## config.mk

```make
export PLATFORM = sky130hd
export DESIGN_NAME = multdiv_arbiter
export DESIGN_NICKNAME = d
export VERILOG_FILES = /design/src/rtl/multdiv_pkg.sv /design/src/rtl/rr_arbiter2.sv /design/src/rtl/multdiv_arbiter.sv
export SDC_FILE = /design/constraint.sdc
export NUM_CORES = 1
export LEC_CHECK = 0
export BUFFER_PORTS_ARGS = -buffer_cell sky130_fd_sc_hd__buf_2
export CAP_MARGIN = 40
export CORE_UTILIZATION = 44
export DETAILED_ROUTE_END_ITERATION = 7
export PLACE_DENSITY_LB_ADDON = 0.2
export REMOVE_ABC_BUFFERS = 1
export SYNTH_ARGS = -nofsm -noshare
export SYNTH_HDL_FRONTEND = slang
export SYNTH_HIERARCHICAL = 1
export SYNTH_SLANG_ARGS = --single-unit
```

## constraint.sdc

```tcl
create_clock -name clock -period 3.33 [get_ports clock]
set_input_delay 0.333 -clock clock [delete_from_list [all_inputs] [get_ports clock]]
set_output_delay 0.333 -clock clock [all_outputs]
set_load 0.01 [all_outputs]
```

## src/rtl/multdiv_pkg.sv

```systemverilog
// Shared definitions for the multdiv arbiter: FSM state encoding, op codes
// and the requester count / port index type.
package multdiv_pkg;

   typedef enum logic [1:0] {
      IDLE  = 2'd0,
      ISSUE = 2'd1,
      WAIT  = 2'd2,
      RESP  = 2'd3
   } state_t;

   localparam logic OP_MULT = 1'b0;
   localparam logic OP_DIV  = 1'b1;

   localparam int NUM_REQ = 2;

   typedef logic [$clog2(NUM_REQ)-1:0] port_t;

endpackage

```

## src/rtl/rr_arbiter2.sv

```systemverilog
// Two-way round-robin pick. On a tie the port that did not win last time
// is chosen; a lone valid port always wins.
module rr_arbiter2
   import multdiv_pkg::*;
(
   input  logic  valid0,
   input  logic  valid1,
   input  port_t last_grant,
   output port_t grant,
   output logic  grant_valid
);

   // Winner selection: alternate on ties, otherwise take the only requester
   always_comb begin
      grant = port_t'(0);
      if (valid0 && valid1) begin
         grant = (last_grant == port_t'(0)) ? port_t'(1) : port_t'(0);
      end else if (valid1) begin
         grant = port_t'(1);
      end
   end

   assign grant_valid = valid0 | valid1;

endmodule

```

## src/rtl/multdiv_arbiter.sv

```systemverilog
// Shares one multdiv unit between two requesters. Operands are captured on
// acceptance and held for the whole operation because the divider path is
// combinational on them. One operation in flight at a time.
// Optional watchdog: define MULTDIV_ARB_TIMEOUT_EN to abort an operation
// after TIMEOUT_CYCLES waiting cycles with result 0 and exception 1.
module multdiv_arbiter
   import multdiv_pkg::*;
#(
   parameter int TIMEOUT_CYCLES = 40,
   parameter int CNT_W          = 6
) (
   input  logic        clock,
   input  logic        reset,
   input  logic        req0_valid,
   input  logic        req0_op,
   input  logic [31:0] req0_a,
   input  logic [31:0] req0_b,
   output logic        req0_ready,
   input  logic        req1_valid,
   input  logic        req1_op,
   input  logic [31:0] req1_a,
   input  logic [31:0] req1_b,
   output logic        req1_ready,
   output logic        resp0_valid,
   output logic        resp1_valid,
   output logic [31:0] resp_result,
   output logic        resp_exception,
   output logic [31:0] md_operandA,
   output logic [31:0] md_operandB,
   output logic        md_ctrl_MULT,
   output logic        md_ctrl_DIV,
   input  logic [31:0] md_result,
   input  logic        md_exception,
   input  logic        md_resultRDY
);

   state_t      state;
   port_t       last_grant;
   port_t       owner;
   port_t       grant;
   logic        grant_valid;
   logic        op;
   logic        timed_out;
   logic        sel_op;
   logic [31:0] sel_a;
   logic [31:0] sel_b;

   if (2 ** CNT_W <= TIMEOUT_CYCLES) begin : g_cnt_w_too_small
      $error("multdiv_arbiter: CNT_W must satisfy 2**CNT_W > TIMEOUT_CYCLES");
   end

   rr_arbiter2 u_rr (
      .valid0      (req0_valid),
      .valid1      (req1_valid),
      .last_grant  (last_grant),
      .grant       (grant),
      .grant_valid (grant_valid)
   );

   // Ready is offered only to the winner and only while idle; never during reset
   assign req0_ready = !reset && (state == IDLE) && grant_valid &&
                       (grant == port_t'(0)) && req0_valid;
   assign req1_ready = !reset && (state == IDLE) && grant_valid &&
                       (grant == port_t'(1)) && req1_valid;

   assign sel_op = (grant == port_t'(0)) ? req0_op : req1_op;
   assign sel_a  = (grant == port_t'(0)) ? req0_a  : req1_a;
   assign sel_b  = (grant == port_t'(0)) ? req0_b  : req1_b;

   // Start pulses are a pure decode of registered state and op: ISSUE lasts one cycle
   assign md_ctrl_MULT = (state == ISSUE) && (op == OP_MULT);
   assign md_ctrl_DIV  = (state == ISSUE) && (op == OP_DIV);

`ifdef MULTDIV_ARB_TIMEOUT_EN
   localparam logic [CNT_W-1:0] WD_LAST = CNT_W'(TIMEOUT_CYCLES - 1);
   logic [CNT_W-1:0] wd_cnt;

   // Watchdog: cleared while issuing, advances once per waiting cycle
   always_ff @(posedge clock or posedge reset) begin
      if (reset) begin
         wd_cnt <= '0;
      end else if (state == ISSUE) begin
         wd_cnt <= '0;
      end else if (state == WAIT) begin
         wd_cnt <= wd_cnt + CNT_W'(1);
      end
   end

   assign timed_out = (state == WAIT) && (wd_cnt == WD_LAST) && !md_resultRDY;
`else
   assign timed_out = 1'b0;
`endif

   // Control FSM: accept, issue, wait for the unit, return the result to the owner
   always_ff @(posedge clock or posedge reset) begin
      if (reset) begin
         state          <= IDLE;
         last_grant     <= port_t'(1);
         owner          <= port_t'(0);
         op             <= OP_MULT;
         md_operandA    <= '0;
         md_operandB    <= '0;
         resp_result    <= '0;
         resp_exception <= 1'b0;
         resp0_valid    <= 1'b0;
         resp1_valid    <= 1'b0;
      end else begin
         resp0_valid <= 1'b0;
         resp1_valid <= 1'b0;
         case (state)
            IDLE: begin
               if (grant_valid) begin
                  owner       <= grant;
                  last_grant  <= grant;
                  op          <= sel_op;
                  md_operandA <= sel_a;
                  md_operandB <= sel_b;
                  state       <= ISSUE;
               end
            end
            ISSUE: begin
               // resultRDY may still be high from the previous operation here
               state <= WAIT;
            end
            WAIT: begin
               if (md_resultRDY) begin
                  resp_result    <= md_result;
                  resp_exception <= md_exception;
                  resp0_valid    <= (owner == port_t'(0));
                  resp1_valid    <= (owner == port_t'(1));
                  state          <= RESP;
               end else if (timed_out) begin
                  resp_result    <= '0;
                  resp_exception <= 1'b1;
                  resp0_valid    <= (owner == port_t'(0));
                  resp1_valid    <= (owner == port_t'(1));
                  state          <= RESP;
               end
            end
            RESP: begin
               state <= IDLE;
            end
            default: begin
               state <= IDLE;
            end
         endcase
      end
   end

endmodule

```

# After elaboration in Yosys (flattened, before gate mapping)
# Cells that the tools add are included.
[word_totals] ff_bits=104 latchBits=0 ram_bits=0 mem_bits_ro=0 input_bits=168 mem_count=0
[classes] n_addsub=0 multipliers=0 n_div=0 order_cmp=0 eq_ne=5 n_shift=0 muxes=13 bitwise_logic=4 reduce_logical=14
[ops] cell="32-bit two-way mux" n=2
[ops] cell="1-bit logical AND" n=9
[ops] cell="1-bit two-way mux" n=8
[ops] cell="2-bit one-hot mux with 4 select lines" n=1
[ops] cell="2-bit AND reduction" n=3
[ops] cell="2-bit == test (second input constant)" n=2
[ops] cell="2-bit two-way mux" n=2
[ops] cell="2-bit inequality test (second input constant)" n=2
[ops] cell="1-bit NOT" n=3
[ops] cell="2-bit by 1-bit == test with 1-bit output (second input constant)" n=1
[ops] cell="2-bit zero test" n=1
[ops] cell="1-bit zero test" n=1
[ops] cell="1-bit bitwise OR" n=1

# Logic depth before layout (Yosys ltp)
[logic_depth] depth_word=5 ltp_mapped=7 mapped_depth_nobuf=5

# Cells and area by module
# The synthesis kept the hierarchy.
[by_module_without_submodules] mod="multdiv_arbiter" instances=1 cells_per_inst=384 area_each_um2=4628.2 seq_area_each_um2=2603.7
[by_module_without_submodules] mod="rr_arbiter2" instances=1 cells_per_inst=2 area_each_um2=13.8 seq_area_each_um2=0.0

# Worst setup path before layout
# OpenSTA, ideal clock, no wires.
[synth_path] path_type="reg2out" start="register state[0]" end="output req1_ready" arrival_time_ps=1328 slack_ps=1669 stages_incl_launch_ff=7 path_buffers=2 path_cell_list="dfrtp_1 -> inv_1 -> ha_1 -> nand2_2 -> buf_4 -> buf_6 -> nor3_1"
[synth_via] elab_chain_cells=5
[synth_lines] item="start, declared" line_no="multdiv_arbiter.sv:37" text="state_t state;"
[synth_lines] item="start signal, assigned" line_no="multdiv_arbiter.sv:97" text="state <= IDLE;"
[synth_lines] item="start signal, assigned" line_no="multdiv_arbiter.sv:118" text="state <= ISSUE;"
[synth_lines] item="start signal, assigned" line_no="multdiv_arbiter.sv:123" text="state <= WAIT;"
[synth_lines] item="2-bit zero test" line_no="multdiv_arbiter.sv:63" text="assign req1_ready = !reset && (state == IDLE) && grant_valid &&"
[synth_lines] item="1-bit logical AND (3 in series)" line_no="multdiv_arbiter.sv:63"
[synth_lines] item="1-bit logical AND" line_no="multdiv_arbiter.sv:64" text="(grant == port_t'(1)) && req1_valid;"
[synth_lines] item="end, declared" line_no="multdiv_arbiter.sv:23" text="output logic req1_ready,"
# Every way passes these cells.

# Worst setup path in the final report
[layout_path] start="register state[0]" end="output req0_ready"
[layout_via] elab_chain_cells=5
[layout_lines] item="2-bit zero test" line_no="multdiv_arbiter.sv:61" text="assign req0_ready = !reset && (state == IDLE) && grant_valid &&"
[layout_lines] item="1-bit logical AND (3 in series)" line_no="multdiv_arbiter.sv:61"
[layout_lines] item="1-bit logical AND" line_no="multdiv_arbiter.sv:62" text="(grant == port_t'(0)) && req0_valid;"
[layout_lines] item="end, declared" line_no="multdiv_arbiter.sv:18" text="output logic req0_ready,"
# Every way passes these cells.

==> results.yml <==
sta:
  finalSetupViolations: 0
  tightest_slew_ps: 775
  finalCriticalPeriod_ps: 2420
  grt_setup_unrepaired: "no"
  fin_tns_setup_ps: 0
  final.period_utilization_pct: 72.6
  hold_viol_final: 0
  fmaxAchievable_mhz: 414
  skew_ps: 6.88
  drv_slew: 0
  max_slew_margin_pct: 48.3
placement:
  dp_hpwl_um: 8820
  numPortBuffers: 270
  dp.cells: 771
  place.gp.congestion: 0.732
cells_and_area:
  fillers: 888
  nets: 818
  syn2layout_area_growth_pct: 34.7
  antenna_cells: 0
  fin_cells: 787
  drive_gt1_share_pct: 50.5
clocking:
  insertion_delay_ps: 350
  hold_buffers: 0
  cts-buffers-inserted: 9
  cts.sinks: 104
  clockRootBuffer: "clkbuf_8"
  clkTransAtPathRegs_ps: 90
  clock_path_buffers: 2
  cts_setup_buffers: 0
  cts_resized: 0
  tritoncts: "built"
  cts_max_level: 3
outcome:
  status: "finished, final reports clean"
routing:
  via_per_inst: 4.81
  routed_wl_um: 11300
  drt-pass1-iter-count: 4
  drc: 0
  drtIter0Drc: 102
  routedWlPerCell_um: 14.4
  num_vias: 3789
  ant_nets: 0
logic_synthesis:
  syn_area_per_cell_um2: 12.0
  syn-cell-area_um2: 4640
  synth_ff_type: "dfrtp_1"
  synth_edf_count: 0
  yosysWarnings: 6
  yosysSeqAreaShare_pct: 56.1
  synth.ff_latch_count: 104
  netlist_instances: 386
  ys_types: 27
  synthArstFlopShare_pct: 100
worst_setup_path:
  worst-setup-path-type: "reg2out"
  arrival_ps: 2080
  rrSetupSlack_ps: 1180
  required_ps: 3000
  worst-r2r-cell-count: 5
  critical_path.endpoint_type: "output port"
  timing.rr.start: "state[0]"
  r2r_end: "md_operandA[18]"
  cp_max_fo: 87
  startpoint_type: "flop"
grt:
  gr-total-overflow: 0
  grt_util_met3_pct: 4.99
  grt_use_total_pct: 21.2
  top_usage_layer: "met2"
  grt_pass1_wl_um: 18100
  antenna_found_initial: 0
  grt.met2_usage_pct: 37.7
  grt_use_met1_pct: 24.7
  grt_start_max_net_pins: 88
  first_global_vias: 3741
die:
  start_util_pct: 45.2
  die_w_um: 105
  core_um2: 10300
  fp-row-count: 37
  ios: 271
  die_height_um: 105
  dieArea_um2: 11000
power:
  p_leak_uw: 0.00342
  powerDensity_nw_per_um2: 850
  vdd_drop_max_mv: 0.366
min_path:
  worstHoldPathType: "in2async"
run:
  drv_cap: 0
[metal layers]
| layer | up-vias | part of all wire (%) |
|---|---|---|
| li1 | 1837 | - |
| met1 | 1761 | 40 |
| met2 | 173 | 51 |
| met3 | 18 | 7.0 |
| met4 | 0 | 2.0 |
| met5 | - | 0 |
[sequential cells by signal, summed over array words and instances (netlist names)]
name and count:
state 2, owner 1, md_operandB 32, resp_result 32
md_operandA 32, op 1, resp1_valid 1, resp_exception 1
last_grant 1, resp0_valid 1
[per-stage QoR]
step,cell area (um2),power [uW],util (%),hold slack (ps),worst slack [ps]
5_1_grt,6250,5710,60.9,39.0,707
3_3_place_gp,6020,4440,58.5,440,1230
4_1_cts,6250,5380,60.9,12.5,885
3_5_place_dp,6040,4560,58.7,402,1130
6_report,6250,5310,60.9,12.2,912
2_1_floorplan,4430,3580,-,418,-2390
[placed cells by master (no fill, tap or decap), drive strengths merged]
master  netlist  final
nor2          1      1
clkbuf        7     14
dfrtp       103    103
nor2b         2      2
nor3          1      1
clkinv        0      1
nand2        73     73
dfstp         1      1
nor4b         1      1
and2          2      2
or2           1      1
ha            4      4
mux2i        65     65
inv           4      4
buf          18    274
o32a          1      1
o21ai        65     65
a21oi         1      1
mux2         34     34
and3          1      1
a21boi        1      1
bufinv        0      1
[synth_stat cells (4+ instances only)]
cell type	n	area, um2
buf_2	5	25.0
buf_6	7	78.8
clkbuf_1	7	26.3
dfrtp_1	103	2580
ha_1	4	50.1
inv_1	4	15.0
mux2_2	25	282
mux2_4	9	135
mux2i_1	65	651
nand2_1	71	267
o21ai_0	33	165
o21ai_1	32	160
[layout make-up]
cell class / count / area, um2 / share of cell area (%)
Clock buffer: 14 / 183 / 2.92
Clock inverter: 2 / 35.0 / 0.560
Inverter: 4 / 17.5 / 0.280
Multi-Input combinational cell: 253 / 1830 / 29.2
Sequential cell: 104 / 2600 / 41.6
Tap cell: 136 / 170 / 2.72
Timing Repair Buffer: 274 / 1420 / 22.7
[where the power goes]
group	total, uW	switching, uW	internal, uW
Sequential	2210	317	1890
Clock	822	392	430
Combinational	2290	1240	1050
Total	5310	1950	3370
[critical path: stages (launching register included)]
cell and delay, ps:
dfrtp_1 410, inv_1 110, ha_1 230, nand2_4 440, nor4b_2 380, buf_2 180
[kinds of logic (layout without fill, tap and decap cells)]
family	Yosys count	after routing	synth area share [%]
simple gates	82	82	7.44
compound gates	68	68	7.49
fa+ha+maj	4	4	1.08
mux	99	99	23.0
buf+inv	29	294	4.91
flops	104	104	56.1
[worst max path at each step]
| stage | to | slack [ps] | startpoint |
|---|---|---|---|
| final | req0_ready | 910 | state[0] |
| after global routing | req0_ready | 710 | state[1] |
| after CTS | req0_ready | 880 | state[0] |
| after global placement | md_operandA[11] | 1230 | req1_valid |
| after floorplan | req1_ready | -2390 | last_grant |
| after detailed placement | md_operandA[18] | 1130 | req1_valid |
Power figures use the tool's default switching activity.
